===== src/rtl/pipe_pkg.sv =====
// Shared encodings for the MIPS pipeline: ALU op/funct codes, internal ALU
// control codes and bit positions of the WB/M control bundles.
package pipe_pkg;

  localparam logic [1:0] ALU_OP_ADD   = 2'b00;
  localparam logic [1:0] ALU_OP_SUB   = 2'b01;
  localparam logic [1:0] ALU_OP_RTYPE = 2'b10;
  localparam logic [1:0] ALU_OP_RSVD  = 2'b11;

  localparam logic [5:0] FUNCT_ADD = 6'b100000;
  localparam logic [5:0] FUNCT_SUB = 6'b100010;
  localparam logic [5:0] FUNCT_AND = 6'b100100;
  localparam logic [5:0] FUNCT_OR  = 6'b100101;
  localparam logic [5:0] FUNCT_SLT = 6'b101010;

  typedef enum logic [2:0] {
    ALU_CTL_ADD = 3'd0,
    ALU_CTL_SUB = 3'd1,
    ALU_CTL_AND = 3'd2,
    ALU_CTL_OR  = 3'd3,
    ALU_CTL_SLT = 3'd4
  } alu_ctl_e;

  localparam int WB_REG_WRITE  = 1;
  localparam int WB_MEM_TO_REG = 0;
  localparam int M_BRANCH      = 2;
  localparam int M_MEM_READ    = 1;
  localparam int M_MEM_WRITE   = 0;

endpackage


===== src/rtl/alu.sv =====
// Combinational ALU: add/sub/and/or/signed slt, wrapping arithmetic, zero flag.
module alu
  import pipe_pkg::*;
#(
  parameter int DATA_W = 32
) (
  input  logic [DATA_W-1:0] a_i,
  input  logic [DATA_W-1:0] b_i,
  input  logic [2:0]        ctl_i,
  output logic [DATA_W-1:0] result_o,
  output logic              zero_o
);

  logic slt;

  assign slt = ($signed(a_i) < $signed(b_i));

  always_comb begin
    result_o = a_i + b_i;
    case (ctl_i)
      ALU_CTL_SUB: result_o = a_i - b_i;
      ALU_CTL_AND: result_o = a_i & b_i;
      ALU_CTL_OR:  result_o = a_i | b_i;
      ALU_CTL_SLT: result_o = {{(DATA_W-1){1'b0}}, slt};
      default:     result_o = a_i + b_i;
    endcase
  end

  assign zero_o = (result_o == '0);

endmodule


===== src/rtl/ex_mem_stage.sv =====
// Execute stage and EX/MEM register: operand forwarding, ALU control decode,
// ALU, branch target and dest select, all registered with 1-cycle latency.
module ex_mem_stage
  import pipe_pkg::*;
#(
  parameter int DATA_W = 32,
  parameter int REG_AW = 5
) (
  input  logic              clk,
  input  logic              startin,
  input  logic              flush,
  input  logic [1:0]        EX_wb,
  input  logic [2:0]        EX_m,
  input  logic              EX_reg_dst,
  input  logic [1:0]        EX_alu_op,
  input  logic              EX_alu_src,
  input  logic [DATA_W-1:0] EX_pc_plus_4,
  input  logic [DATA_W-1:0] EX_reg_data1,
  input  logic [DATA_W-1:0] EX_reg_data2,
  input  logic [DATA_W-1:0] EX_sign_ext_imm,
  input  logic [REG_AW-1:0] EX_instr_25_21,
  input  logic [REG_AW-1:0] EX_instr_20_16,
  input  logic [REG_AW-1:0] EX_instr_15_11,
  input  logic [REG_AW-1:0] MEM_fwd_rd,
  input  logic              MEM_fwd_we,
  input  logic [DATA_W-1:0] MEM_fwd_data,
  input  logic [REG_AW-1:0] WB_fwd_rd,
  input  logic              WB_fwd_we,
  input  logic [DATA_W-1:0] WB_fwd_data,
  output logic [1:0]        MEM_wb,
  output logic [2:0]        MEM_m,
  output logic [DATA_W-1:0] MEM_branch_target,
  output logic              MEM_zero,
  output logic [DATA_W-1:0] MEM_alu_result,
  output logic [DATA_W-1:0] MEM_write_data,
  output logic [REG_AW-1:0] MEM_dst_reg
);

  logic [DATA_W-1:0] op_a, op_b_fwd, op_b;
  logic [DATA_W-1:0] alu_result;
  logic              alu_zero;
  logic [2:0]        alu_ctl;
  logic              mem_hit_a, mem_hit_b, wb_hit_a, wb_hit_b;

  logic [1:0]        wb_d, wb_q;
  logic [2:0]        m_d, m_q;
  logic [DATA_W-1:0] target_d, target_q;
  logic              zero_d, zero_q;
  logic [DATA_W-1:0] result_d, result_q;
  logic [DATA_W-1:0] wdata_d, wdata_q;
  logic [REG_AW-1:0] dst_d, dst_q;

  // $0 is hard-wired zero, so a pending write to it must never be forwarded.
  assign mem_hit_a = MEM_fwd_we && (MEM_fwd_rd != '0) && (MEM_fwd_rd == EX_instr_25_21);
  assign mem_hit_b = MEM_fwd_we && (MEM_fwd_rd != '0) && (MEM_fwd_rd == EX_instr_20_16);
  assign wb_hit_a  = WB_fwd_we  && (WB_fwd_rd  != '0) && (WB_fwd_rd  == EX_instr_25_21);
  assign wb_hit_b  = WB_fwd_we  && (WB_fwd_rd  != '0) && (WB_fwd_rd  == EX_instr_20_16);

  assign op_a     = mem_hit_a ? MEM_fwd_data : (wb_hit_a ? WB_fwd_data : EX_reg_data1);
  assign op_b_fwd = mem_hit_b ? MEM_fwd_data : (wb_hit_b ? WB_fwd_data : EX_reg_data2);
  assign op_b     = EX_alu_src ? EX_sign_ext_imm : op_b_fwd;

  always_comb begin
    alu_ctl = ALU_CTL_ADD;
    case (EX_alu_op)
      ALU_OP_SUB: alu_ctl = ALU_CTL_SUB;
      ALU_OP_RTYPE: begin
        case (EX_sign_ext_imm[5:0])
          FUNCT_SUB: alu_ctl = ALU_CTL_SUB;
          FUNCT_AND: alu_ctl = ALU_CTL_AND;
          FUNCT_OR:  alu_ctl = ALU_CTL_OR;
          FUNCT_SLT: alu_ctl = ALU_CTL_SLT;
          default:   alu_ctl = ALU_CTL_ADD;
        endcase
      end
      default: alu_ctl = ALU_CTL_ADD;
    endcase
  end

  alu #(.DATA_W(DATA_W)) u_alu (
    .a_i      (op_a),
    .b_i      (op_b),
    .ctl_i    (alu_ctl),
    .result_o (alu_result),
    .zero_o   (alu_zero)
  );

  // A flushed slot keeps its datapath values; only the control bundles bubble.
  always_comb begin
    wb_d     = flush ? 2'b00 : EX_wb;
    m_d      = flush ? 3'b000 : EX_m;
    target_d = EX_pc_plus_4 + (EX_sign_ext_imm << 2);
    zero_d   = alu_zero;
    result_d = alu_result;
    wdata_d  = op_b_fwd;
    dst_d    = EX_reg_dst ? EX_instr_15_11 : EX_instr_20_16;
  end

  always_ff @(posedge clk) begin
    if (startin) begin
      wb_q     <= '0;
      m_q      <= '0;
      target_q <= '0;
      zero_q   <= 1'b0;
      result_q <= '0;
      wdata_q  <= '0;
      dst_q    <= '0;
    end else begin
      wb_q     <= wb_d;
      m_q      <= m_d;
      target_q <= target_d;
      zero_q   <= zero_d;
      result_q <= result_d;
      wdata_q  <= wdata_d;
      dst_q    <= dst_d;
    end
  end

  assign MEM_wb            = wb_q;
  assign MEM_m             = m_q;
  assign MEM_branch_target = target_q;
  assign MEM_zero          = zero_q;
  assign MEM_alu_result    = result_q;
  assign MEM_write_data    = wdata_q;
  assign MEM_dst_reg       = dst_q;

endmodule

===== config.mk =====
export PLATFORM = sky130hd
export DESIGN_NAME = ex_mem_stage
export DESIGN_NICKNAME = d
export VERILOG_FILES = /design/src/rtl/pipe_pkg.sv /design/src/rtl/alu.sv /design/src/rtl/ex_mem_stage.sv
export SDC_FILE = /design/constraint.sdc
export NUM_CORES = 1
export LEC_CHECK = 0
export ABC_AREA = 1
export BUFFER_PORTS_ARGS = -buffer_cell sky130_fd_sc_hd__clkbuf_2
export CAP_MARGIN = 20
export CORE_MARGIN = 3
export CORE_UTILIZATION = 45
export DETAILED_ROUTE_END_ITERATION = 8
export GPL_TIMING_DRIVEN = 0
export PLACE_DENSITY = 0.73
export SETUP_SLACK_MARGIN = 0.05
export SYNTH_ARGS = -nofsm -noshare
export SYNTH_HDL_FRONTEND = slang
export SYNTH_SLANG_ARGS = --single-unit
export TNS_END_PERCENT = 100

===== constraint.sdc =====
create_clock -name clk -period 11.95 [get_ports clk]
set_clock_uncertainty 0.15 [all_clocks]
set_input_delay 2.39 -clock clk [delete_from_list [all_inputs] [get_ports clk]]
set_output_delay 2.39 -clock clk [all_outputs]
set_load 0.01 [all_outputs]

Word level (Yosys, flattened, before mapping)
Index checks and enable logic that the tools add are counted.

cells by class
  add/sub/neg operators = 3
  $lt $le $gt $ge = 1
  eq/ne operators = 14
  muxes and demuxes = 9
  bitwise logic cells = 2
  reductions and logical operators = 10

operators by type and width
  kind                                                 number
  2-to-1 mux 32 bit                                    5
  one-hot mux 32 bit (4 select lines)                  1
  adder 32 bit                                         2
  AND 32 bit                                           1
  logical NOT 32 bit                                   1
  less-than comparator 32 bit                          1
  bitwise OR 32 bit                                    1
  subtractor 32 bit                                    1
  equality test 6 bit, second input constant           4
  equality test 5 bit                                  4
  one-hot mux 3 bit (4 select lines)                   1
  nonzero test 5 bit                                   2
  equality test 3 x 2 -> 1 bit, second input constant  2
  logical AND 1 bit                                    6
  one-hot mux 3 bit (2 select lines)                   1
  2-to-1 mux 5 bit                                     1
  equality test 3 x 1 -> 1 bit, second input constant  1
  equality test 3 bit, second input constant           1
  equality test 2 x 1 -> 1 bit, second input constant  1
  equality test 2 bit, second input constant           1
  OR reduction 2 bit                                   1

word-level totals
  bits in registers = 107
  bits of input ports = 231
  output and inout port bits = 107
  logic and storage cells = 46

Longest topological paths before layout
Gate-level depths: netlist (run 1).

  depth after elaboration = 9
  mapped depth = 31
  mapped depth without buffers = 29

Cells and area by module
Synthesis (run 1) repeated with hierarchy kept, for this count alone.

second synthesis, totals
  cells, all modules = 2,622
  area total of the unflattened synthesis = 14,208.6 um^2

by module, submodules not included
  module        times used  cells each  area an instance (um^2)  seq. area each (um^2)
  ex_mem_stage  1           1,321       7,628.6                  2,142.1
  alu           1           1,301       6,580.1                  0.0

Least setup slack after synthesis (run 1)
Ideal clock, no wire load.

  kind = input port to flip-flop
  from = in MEM_fwd_rd[0]
  to = reg zero_q (netlist: MEM_zero)
  setup time = 0.062 ns
  data arrival time = 5.711 ns
  data required time = 11.738 ns
  slack = 6.027 ns
  stages = 27
  path buffers = 1
  cell sequence = or2_2 > o41ai_2 > nor4_1 > nand3_2 > clkbuf_1 > o21ai_0 > o21ai_0 > ha_1 > inv_1 > fa_1 > inv_1 > nand3_1 > nand2_1 > nand2_1 > nand2_1 > nand2_1 > nand2_1 > nand3_1 > nand2_1 > nand2_1 > nand2_1 > nor2_1 > nor2_1 > nand2_1 > nor2_1 > nand3_1 > nor2_2

between the ends
  longest elaborated chain between the ends = 8
  elaborated cells between the ends (all ways) = 16
  classes of those cells = add/sub (2); order compare (1); eq/ne (2); mux (4); bitwise (2); reduce/logical (5)

RTL lines
  item                                        RTL line                                RTL
  start, declared                             ex_mem_stage.sv:24                      input logic [REG_AW-1:0] MEM_fwd_rd,
  nonzero test 5 bit                          ex_mem_stage.sv:54, ex_mem_stage.sv:55
  logical AND 1 bit                           ex_mem_stage.sv:54, ex_mem_stage.sv:55
  logical AND 1 bit                           ex_mem_stage.sv:55                      assign mem_hit_b = MEM_fwd_we && (MEM_fwd_rd != '0) && (MEM_fwd_rd == EX_instr_20_16);
  2-to-1 mux 32 bit                           ex_mem_stage.sv:60                      assign op_b_fwd = mem_hit_b ? MEM_fwd_data : (wb_hit_b ? WB_fwd_data : EX_reg_data2);
  2-to-1 mux 32 bit                           ex_mem_stage.sv:61                      assign op_b = EX_alu_src ? EX_sign_ext_imm : op_b_fwd;
  adder 32 bit, or another cell as far along  n/a
  one-hot mux 32 bit (4 select lines) (*)     alu.sv:20                               case (ctl_i)
  logical NOT 32 bit (*)                      alu.sv:29                               assign zero_o = (result_o == '0);
  end signal, assigned                        ex_mem_stage.sv:112                     zero_q <= zero_d;
  end, declared                               ex_mem_stage.sv:48                      logic zero_d, zero_q;

Mark *: on every way between the ends. The rest lies on a longest branch, timed or not.
A chain may end at the register's enable or synchronous reset.

Final worst setup path (run 1)
  from = in WB_fwd_rd[0]
  to = reg zero_q (netlist: MEM_zero)

between the ends
  longest elaborated chain between the ends = 9
  elaborated cells between the ends (all ways) = 18
  classes of those cells = add/sub (2); order compare (1); eq/ne (2); mux (6); bitwise (2); reduce/logical (5)

RTL lines
  item                                        RTL line                                RTL
  start, declared                             ex_mem_stage.sv:27                      input logic [REG_AW-1:0] WB_fwd_rd,
  nonzero test 5 bit                          ex_mem_stage.sv:56, ex_mem_stage.sv:57
  logical AND 1 bit                           ex_mem_stage.sv:56, ex_mem_stage.sv:57
  logical AND 1 bit                           ex_mem_stage.sv:57                      assign wb_hit_b = WB_fwd_we && (WB_fwd_rd != '0) && (WB_fwd_rd == EX_instr_20_16);
  2-to-1 mux 32 bit (2 in a row)              ex_mem_stage.sv:60
  2-to-1 mux 32 bit                           ex_mem_stage.sv:61
  adder 32 bit, or another cell as far along  n/a
  one-hot mux 32 bit (4 select lines) (*)     alu.sv:20
  logical NOT 32 bit (*)                      alu.sv:29

Marks and branches as above.

==> impl_metrics.csv, run 1 <==
group,metric,value,unit
run_status,status,"finished clean",
timing,period_needed,7.37,ns
setup_path,slowest_delay,0.51,ns
grt,overflow,0,
setup_path,worstPathRequired,12.12,ns
grt,grt_max_degree,21,
cts,clk_path_buf_depth,2,
timing,fin_crit_sh,0.617,
floorplanning,floorplan.initialDensity,0.462,
placed_design,gp_congestion,1.06,
route,vias,16000,
setup_path,cp_top_family,"simple AND/OR/NAND/NOR gates",
cts,root_buffer,"clkbuf_16",
timing,rsz0062_at_grt,"no",
hold_path,worstHoldStart,"EX_m[1]",
cts,clk_pin_slew,0.10,ns
route,post_drt_via_cell_ratio,5.43,
route,drc,0,
cts,cts_max_level,3,
hold_path,holdPathEnd,"MEM_m[1]",
setup_path,cp.arrival,7.54,ns
flow_run,maxCapViolations,0,
timing,max_freq,136,MHz
yosys,ys.flop_type,"dfxtp_1",
hold_path,hp-class,"in2reg",
floorplanning,dieArea,30000,um2
power,power_density,100,nW/um2
grt,grt_usage,0.368,
finish,final_layout_size_suffix_gt1_frac,0.163,
grt,antenna_found_initial,8,
route,wl_per_cell,19.7,um
yosys,ys_seq_elements,107,
cts,ctsHoldBuffers,0,
yosys,ys_types,45,
floorplanning,core_region_area,27300,um2
route,routed_wl,57.8,mm
timing,setup_tns,0,ns
finish,fillers,2875,
yosys,ys_seq_area_frac,0.170,
route,ant_nets,0,
yosys,syn-num-nets,2581,
yosys,async_reset_ff_frac,0,
yosys,synthCells,2213,
setup_path,worst-path-max-fanout,10,
timing,worst_slew_pin_slew,1.12,ns
power,ir_worst_vdd,64.5,uV
hold_path,min_path_cells,3,
setup_path,slowest_stage,"clkbuf_1",
timing,setup_violations,0,
route,firstDrtPassIters,6,
cts,clock-sinks,107,
floorplanning,rows,60,
grt,grt_pass1_wl,86.2,mm
power,p_leak,8.60,nW
cts,cts_setup_buffers,0,
cts,cts_tree,"yes",
placed_design,dpl.hpwl,49.2,mm
grt,grt_pass1_vias,15300,
finish,syn2layout_area_growth,19.5,%
setup_path,worstSetupPathDepth,28,
floorplanning,ios,338,
timing,relSlewSlack,0.246,
finish,final_core_util,0.552,
floorplanning,die_w,173,um
setup_path,crit_path_frequent_cell,"nand2_1",
yosys,ys_warn_count,0,
cts,cts_buffers,9,
timing,finalMaxSlewViolations,0,
route,drtIter0Drc,1536,
cts,cts_resized,0,
setup_path,critical_path_class,"in2reg",
setup_path,cp_num_buf_inv,5,
setup_path,cp-start-kind,"input port",
yosys,synth_edf_count,0,
yosys,synth.avg_cell_area,5.69,um2
placed_design,port_buffers,336,
setup_path,worstSetupEndpointType,"flop",
finish,nNetsFinal,2928,
timing,final_hold_viol_count,0,
yosys,synth_area,12600,um2
floorplanning,die_h,173,um
==> how the worst max path moves through the flow <==
stage               endpoint  slack (ns)          start
floorplan           MEM_zero        6.03  MEM_fwd_rd[0]
global placement    MEM_zero        4.37   WB_fwd_rd[0]
detailed placement  MEM_zero        4.32   WB_fwd_rd[0]
CTS                 MEM_zero        4.70   WB_fwd_rd[0]
global route        MEM_zero        4.33   WB_fwd_rd[0]
finish              MEM_zero        4.58   WB_fwd_rd[0]
==> cell usage in the layout, fill, tap and decap left out, types with 9 or more instances in the layout <==
master / netlist / layout
nand4_1: 32 / 32
nor3_1: 19 / 19
o22ai_1: 11 / 11
clkbuf_2: 0 / 336
dfxtp_1: 107 / 107
buf_2: 29 / 29
clkbuf_1: 28 / 28
ha_1: 134 / 134
clkbuf_16: 0 / 9
o21ai_1: 29 / 29
xor2_1: 27 / 27
nor2_1: 269 / 269
o21bai_1: 13 / 13
nand3_1: 182 / 182
a21oi_1: 128 / 128
o21a_1: 11 / 11
nand3b_1: 10 / 10
nand2_1: 615 / 615
o21ai_0: 158 / 158
inv_1: 331 / 331
==> kinds of logic (layout without fill, tap and decap cells) <==
logic type                 after synthesis  in the layout  share of synthesized area
and+or+nand+nor                       1164           1164                      0.385
buffers and inverters                  403            755                      0.126
AOI/OAI and AO/OA                      368            368                      0.157
adders and majority gates              137            137                      0.138
DFF                                    107            107                      0.170
xor gates and xnor gates                34             34                     0.0236
other                                    0              2                          0
==> final cells by class <==
class                           instances  area, um2  share of cell area
Tap cell                              372        465              0.0309
Buffer                                 65        323              0.0214
Sequential cell                       107       2140               0.142
Clock inverter                          6       65.1             0.00432
Timing Repair Buffer                  336       1680               0.112
Multi-Input combinational cell       1703       8860               0.589
Clock buffer                           10        239              0.0159
Inverter                              338       1270              0.0843
Antenna cell                            2       5.00            0.000332
==> cells in the mapped netlist, drive strengths merged (7+ instances only) <==
master  number  area share
a21oi      128       0.051
buf         37       0.017
clkbuf      28      0.0083
dfxtp      107        0.17
ha         134        0.13
inv        337        0.10
nand2      621        0.19
nand3      185       0.075
nand3b      10      0.0060
nand4       32       0.016
nor2       277       0.085
nor3        20      0.0083
o21a        11      0.0066
o21ai      187       0.074
o21bai      13      0.0077
o22ai       11      0.0055
xnor2        7      0.0049
xor2        27       0.019
==> stage by stage <==
| step | hold WS [ns] | power (mW) | area [um2] | instances | setup WS, ns |
|---|---|---|---|---|---|
| 2_1_floorplan | 2.35 | 0.895 | 12600 | 2213 | 6.03 |
| 3_3_place_gp | 2.44 | 1.15 | 14700 | 2921 | 4.37 |
| 3_5_place_dp | 2.44 | 1.16 | 14700 | 2921 | 4.32 |
| 4_1_cts | 2.03 | 1.49 | 15000 | 2937 | 4.70 |
| 5_1_grt | 2.04 | 1.61 | 15100 | 2939 | 4.33 |
| 6_report | 2.03 | 1.51 | 15100 | 2939 | 4.58 |
==> power by group <==
group | leakage, nW | internal, mW | total [mW] | switching (mW)
clock | 0.150 | 0.155 | 0.338 | 0.184
sequential | 0.891 | 0.397 | 0.408 | 0.0116
combinational | 7.55 | 0.252 | 0.766 | 0.514
==> routing by layer <==
layer	track usage	wire, um
met5	0	69
met4	0.122	1880
met3	0.0810	5760
met2	0.606	26000
met1	0.476	24100
(Power assumes the default switching activity.)
==> run 2: changes to the inputs <==
--- a/config.mk
+++ b/config.mk
@@ -5,14 +5,14 @@
 export SDC_FILE = /design/constraint.sdc
 export NUM_CORES = 1
 export LEC_CHECK = 0
-export ABC_AREA = 1
+export ABC_AREA = 0
 export BUFFER_PORTS_ARGS = -buffer_cell sky130_fd_sc_hd__clkbuf_2
 export CAP_MARGIN = 20
 export CORE_MARGIN = 3
 export CORE_UTILIZATION = 45
 export DETAILED_ROUTE_END_ITERATION = 8
 export GPL_TIMING_DRIVEN = 0
-export PLACE_DENSITY = 0.73
+export PLACE_DENSITY = 0.74
 export SETUP_SLACK_MARGIN = 0.05
 export SYNTH_ARGS = -nofsm -noshare
 export SYNTH_HDL_FRONTEND = slang
==> constraint.sdc (replaced) <==
create_clock -name clk -period 6.9 [get_ports clk]
set_clock_uncertainty 0.15 [all_clocks]
set_input_delay 1.38 -clock clk [delete_from_list [all_inputs] [get_ports clk]]
set_output_delay 1.38 -clock clk [all_outputs]
set_load 0.01 [all_outputs]
==> run 2 against run 1 <==
Combinational power is 76% higher. Hold slack got worse by 0.97 ns. Final cell count shrank 25%. Sequential share of layout area increased by 0.87 points. Utilization is 0.94 points higher. Wire length shrank 10%. Die area fell by 7.7%. Largest cell class unchanged.
==> impl_metrics.csv, run 2 <==
group,metric,value,unit
yosys,ys_warn_count,0,
route,wl_per_cell,23.4,um
route,post_drt_via_cell_ratio,6.10,
grt,grt_max_degree,20,
yosys,yosys.area.top_type,"dfxtp_1",
power,power,2.60,mW
timing,worst_slew_pin_slew,0.943,ns
power,pwr-share-clk,0.208,
timing,period_needed,6.73,ns
yosys,synth_area,11600,um2
finish,final_cell_mix,"clkbuf_2 (342), nor2_1 (154), a21oi_1 (139)",
finish,fillers,2451,
setup_path,cp-start-kind,"input port",
yosys,yosys-top-cells-area,"dfxtp_1 (18%), ha_1 (14%), mux2i_1 (7.0%), a21oi_1 (6.0%), nor2_1 (5.0%)",
finish,layout_commonest_cell,"clkbuf_2",
setup_path,crit_path_frequent_cell,"nor4_2",
finish,syn2layout_area_growth,22.4,%
cts,clock-sinks,107,
cts,clk_path_buf_depth,2,
yosys,ys_seq_elements,107,
setup_path,cp_top_family,"simple AND/OR/NAND/NOR gates",
setup_path,cp_num_buf_inv,4,
timing,finalMaxSlewViolations,0,
placed_design,post-place-cells,2197,
grt,overflow,0,
timing,rsz0062_at_grt,"no",
route,routed_wl,51.9,mm
setup_path,slowest_delay,0.55,ns
cts,cts_tree,"yes",
yosys,synth.avg_cell_area,7.58,um2
power,seqPwrFrac,0.274,
placed_design,place_ws,-1.33,ns
route,ant_nets,0,
floorplanning,floorplan.initialDensity,0.459,
power,power_density,183,nW/um2
floorplanning,dieArea,27700,um2
power,p_int,1.46,mW
route,drtIter0Drc,1719,
floorplanning,rows,58,
yosys,synthCells,1529,
power,p_sw_frac,0.440,
power,p_sw,1.14,mW
yosys,async_reset_ff_frac,0,
timing,max_freq,149,MHz
yosys,syn-num-nets,1897,
setup_path,worstSetupStartpoint,"WB_fwd_rd[1]",
timing,worst_slack,0.167,ns
finish,final_layout_size_suffix_gt1_frac,0.249,
setup_path,endpoint,"MEM_zero",
cts,cts_max_level,3,
run_status,status,"finished clean",
timing,final_hold_viol_count,0,
floorplanning,core_region_area,25300,um2
finish,final_cells,2216,
route,firstDrtPassIters,7,
route,drc,0,
setup_path,slowest_stage,"or4_1",
yosys,synth_edf_count,0,
setup_path,path_cells,"clkbuf_2 > or4_1 > o21ai_2 > buf_4 > nor4_4 > clkbuf_4 > mux2i_1 > o21ai_1 > ha_1 > buf_2 > nor4_2 > o21ai_0 > o311a_1 > and2_1 > a221o_1 > a21oi_1 > nand3_1 > nor4_2 > and4_1 > nand4_1 > nor4_2",
placed_design,gp_congestion,1.03,
route,vias,13500,
yosys,ys.flop_type,"dfxtp_1",
yosys,netlist_top_cells_count,"nor2_1 (154), a21oi_1 (140), ha_1 (134), inv_1 (111), dfxtp_1 (107)",
setup_path,critical_path_class,"in2reg",
timing,fin_crit_sh,0.976,
floorplanning,ios,338,
timing,setup_violations,0,
power,p_leak,6.59,nW
yosys,synth_top_area_frac,0.185,
yosys,yosysMostFrequentCell,"nor2_1",
placed_design,postPlaceCellArea,13700,um2
hold_path,hp-class,"in2reg",
power,combPwrFrac,0.518,
power,ir_worst_vdd,119,uV
timing,hold_slack,1.06,ns
grt,antenna_found_initial,1,
cts,cts_buffers,9,
timing,setup_tns,0,ns
floorplanning,die_h,167,um
grt,grt_pass1_wl,76.7,mm
cts,root_buffer,"clkbuf_16",
placed_design,port_buffers,335,
setup_path,cp.arrival,6.86,ns
finish,nNetsFinal,2248,
finish,stdcell_area,14200,um2
setup_path,worstSetupEndpointType,"flop",
setup_path,worst-path-max-fanout,10,
setup_path,worstSetupPathDepth,21,
grt,grt_usage,0.352,
yosys,ys_types,78,
grt,grt_pass1_vias,12600,
flow_run,maxCapViolations,0,
floorplanning,die_w,167,um
yosys,ys_seq_area_frac,0.185,
placed_design,dpl.hpwl,42.5,mm
setup_path,worstPathRequired,7.03,ns
cts,clk_pin_slew,0.08,ns
finish,final_core_util,0.562,
timing,relSlewSlack,0.367,
## run 2: cell types whose count changed in the layout (fill, tap and decap cells not counted), sizes merged, moves of 24 or more
cell / delta
nand2: -518
inv: -225
nand3: -156
nor2: -123
o21ai: -97
mux2i: +81
nor2b: +67
a211oi: +29
o211ai: +25
a21o: +24
## run 2: power groups by stage
stage	combinational, mW	sequential, mW	clock, mW
6_report	1.35	0.712	0.540
5_1_grt	1.44	0.719	0.561
4_1_cts	1.28	0.713	0.541
3_5_place_dp	1.26	0.727	0
3_3_place_gp	1.25	0.727	0
2_1_floorplan	0.778	0.763	0
## run 2: cell families (layout without fill, tap and decap cells)
group,after synthesis,after routing,share of synthesized area
AND/OR/NAND/NOR,463,463,0.193
other,0,1,0
XOR/XNOR,58,58,0.0438
AO/OA/AOI/OAI,473,473,0.274
flip-flops,107,107,0.185
adder cells (fa/ha/maj),137,137,0.150
buffers and inverters,188,544,0.0630
multiplexers,103,103,0.0913
## run 2: worst min-delay path by stage
stage	start	end	slack [ns]	depth (start not counted)
final	EX_m[1]	MEM_m[1]	1.06	2
after global routing	EX_m[1]	MEM_m[1]	1.06	2
after CTS	EX_m[1]	MEM_m[1]	1.06	2
after detailed placement	EX_m[1]	MEM_m[1]	1.43	2
after global placement	EX_wb[0]	MEM_wb[0]	1.44	2
after floorplan	EX_m[0]	MEM_m[0]	1.35	1
## run 2: final cells by class
class	count	area, um2	share of cell area
multi-input cells	1234	8880	0.626
flip-flops and latches	107	2140	0.151
repair buffers	340	1710	0.120
inverters	112	420	0.0296
well taps	330	413	0.0291
plain buffers	76	333	0.0235
clock buffers	10	239	0.0168
clock inverters	6	55.1	0.00388
diodes	1	2.50	0.000176
## run 2: timing repair
| action | in CTS | in global routing |
|---|---|---|
| setup buffers | 1 | 1 |
| hold endpoints to repair | 0 | 0 |
| hold buffers | 0 | 0 |
| pin swaps | 2 | 4 |
| resized for setup | 22 | 38 |
| endpoints found under the setup margin | 16 | 6 |
## run 2: routing by layer
| metal | global-route usage | wire, um | vias up |
|---|---|---|---|
| met2 | 0.551 | 22900 | 869 |
| met1 | 0.485 | 21700 | 6339 |
| met5 | 0 | 0 | - |
| li1 | - | - | 6183 |
| met3 | 0.0679 | 5300 | 131 |
| met4 | 0.122 | 2060 | 0 |
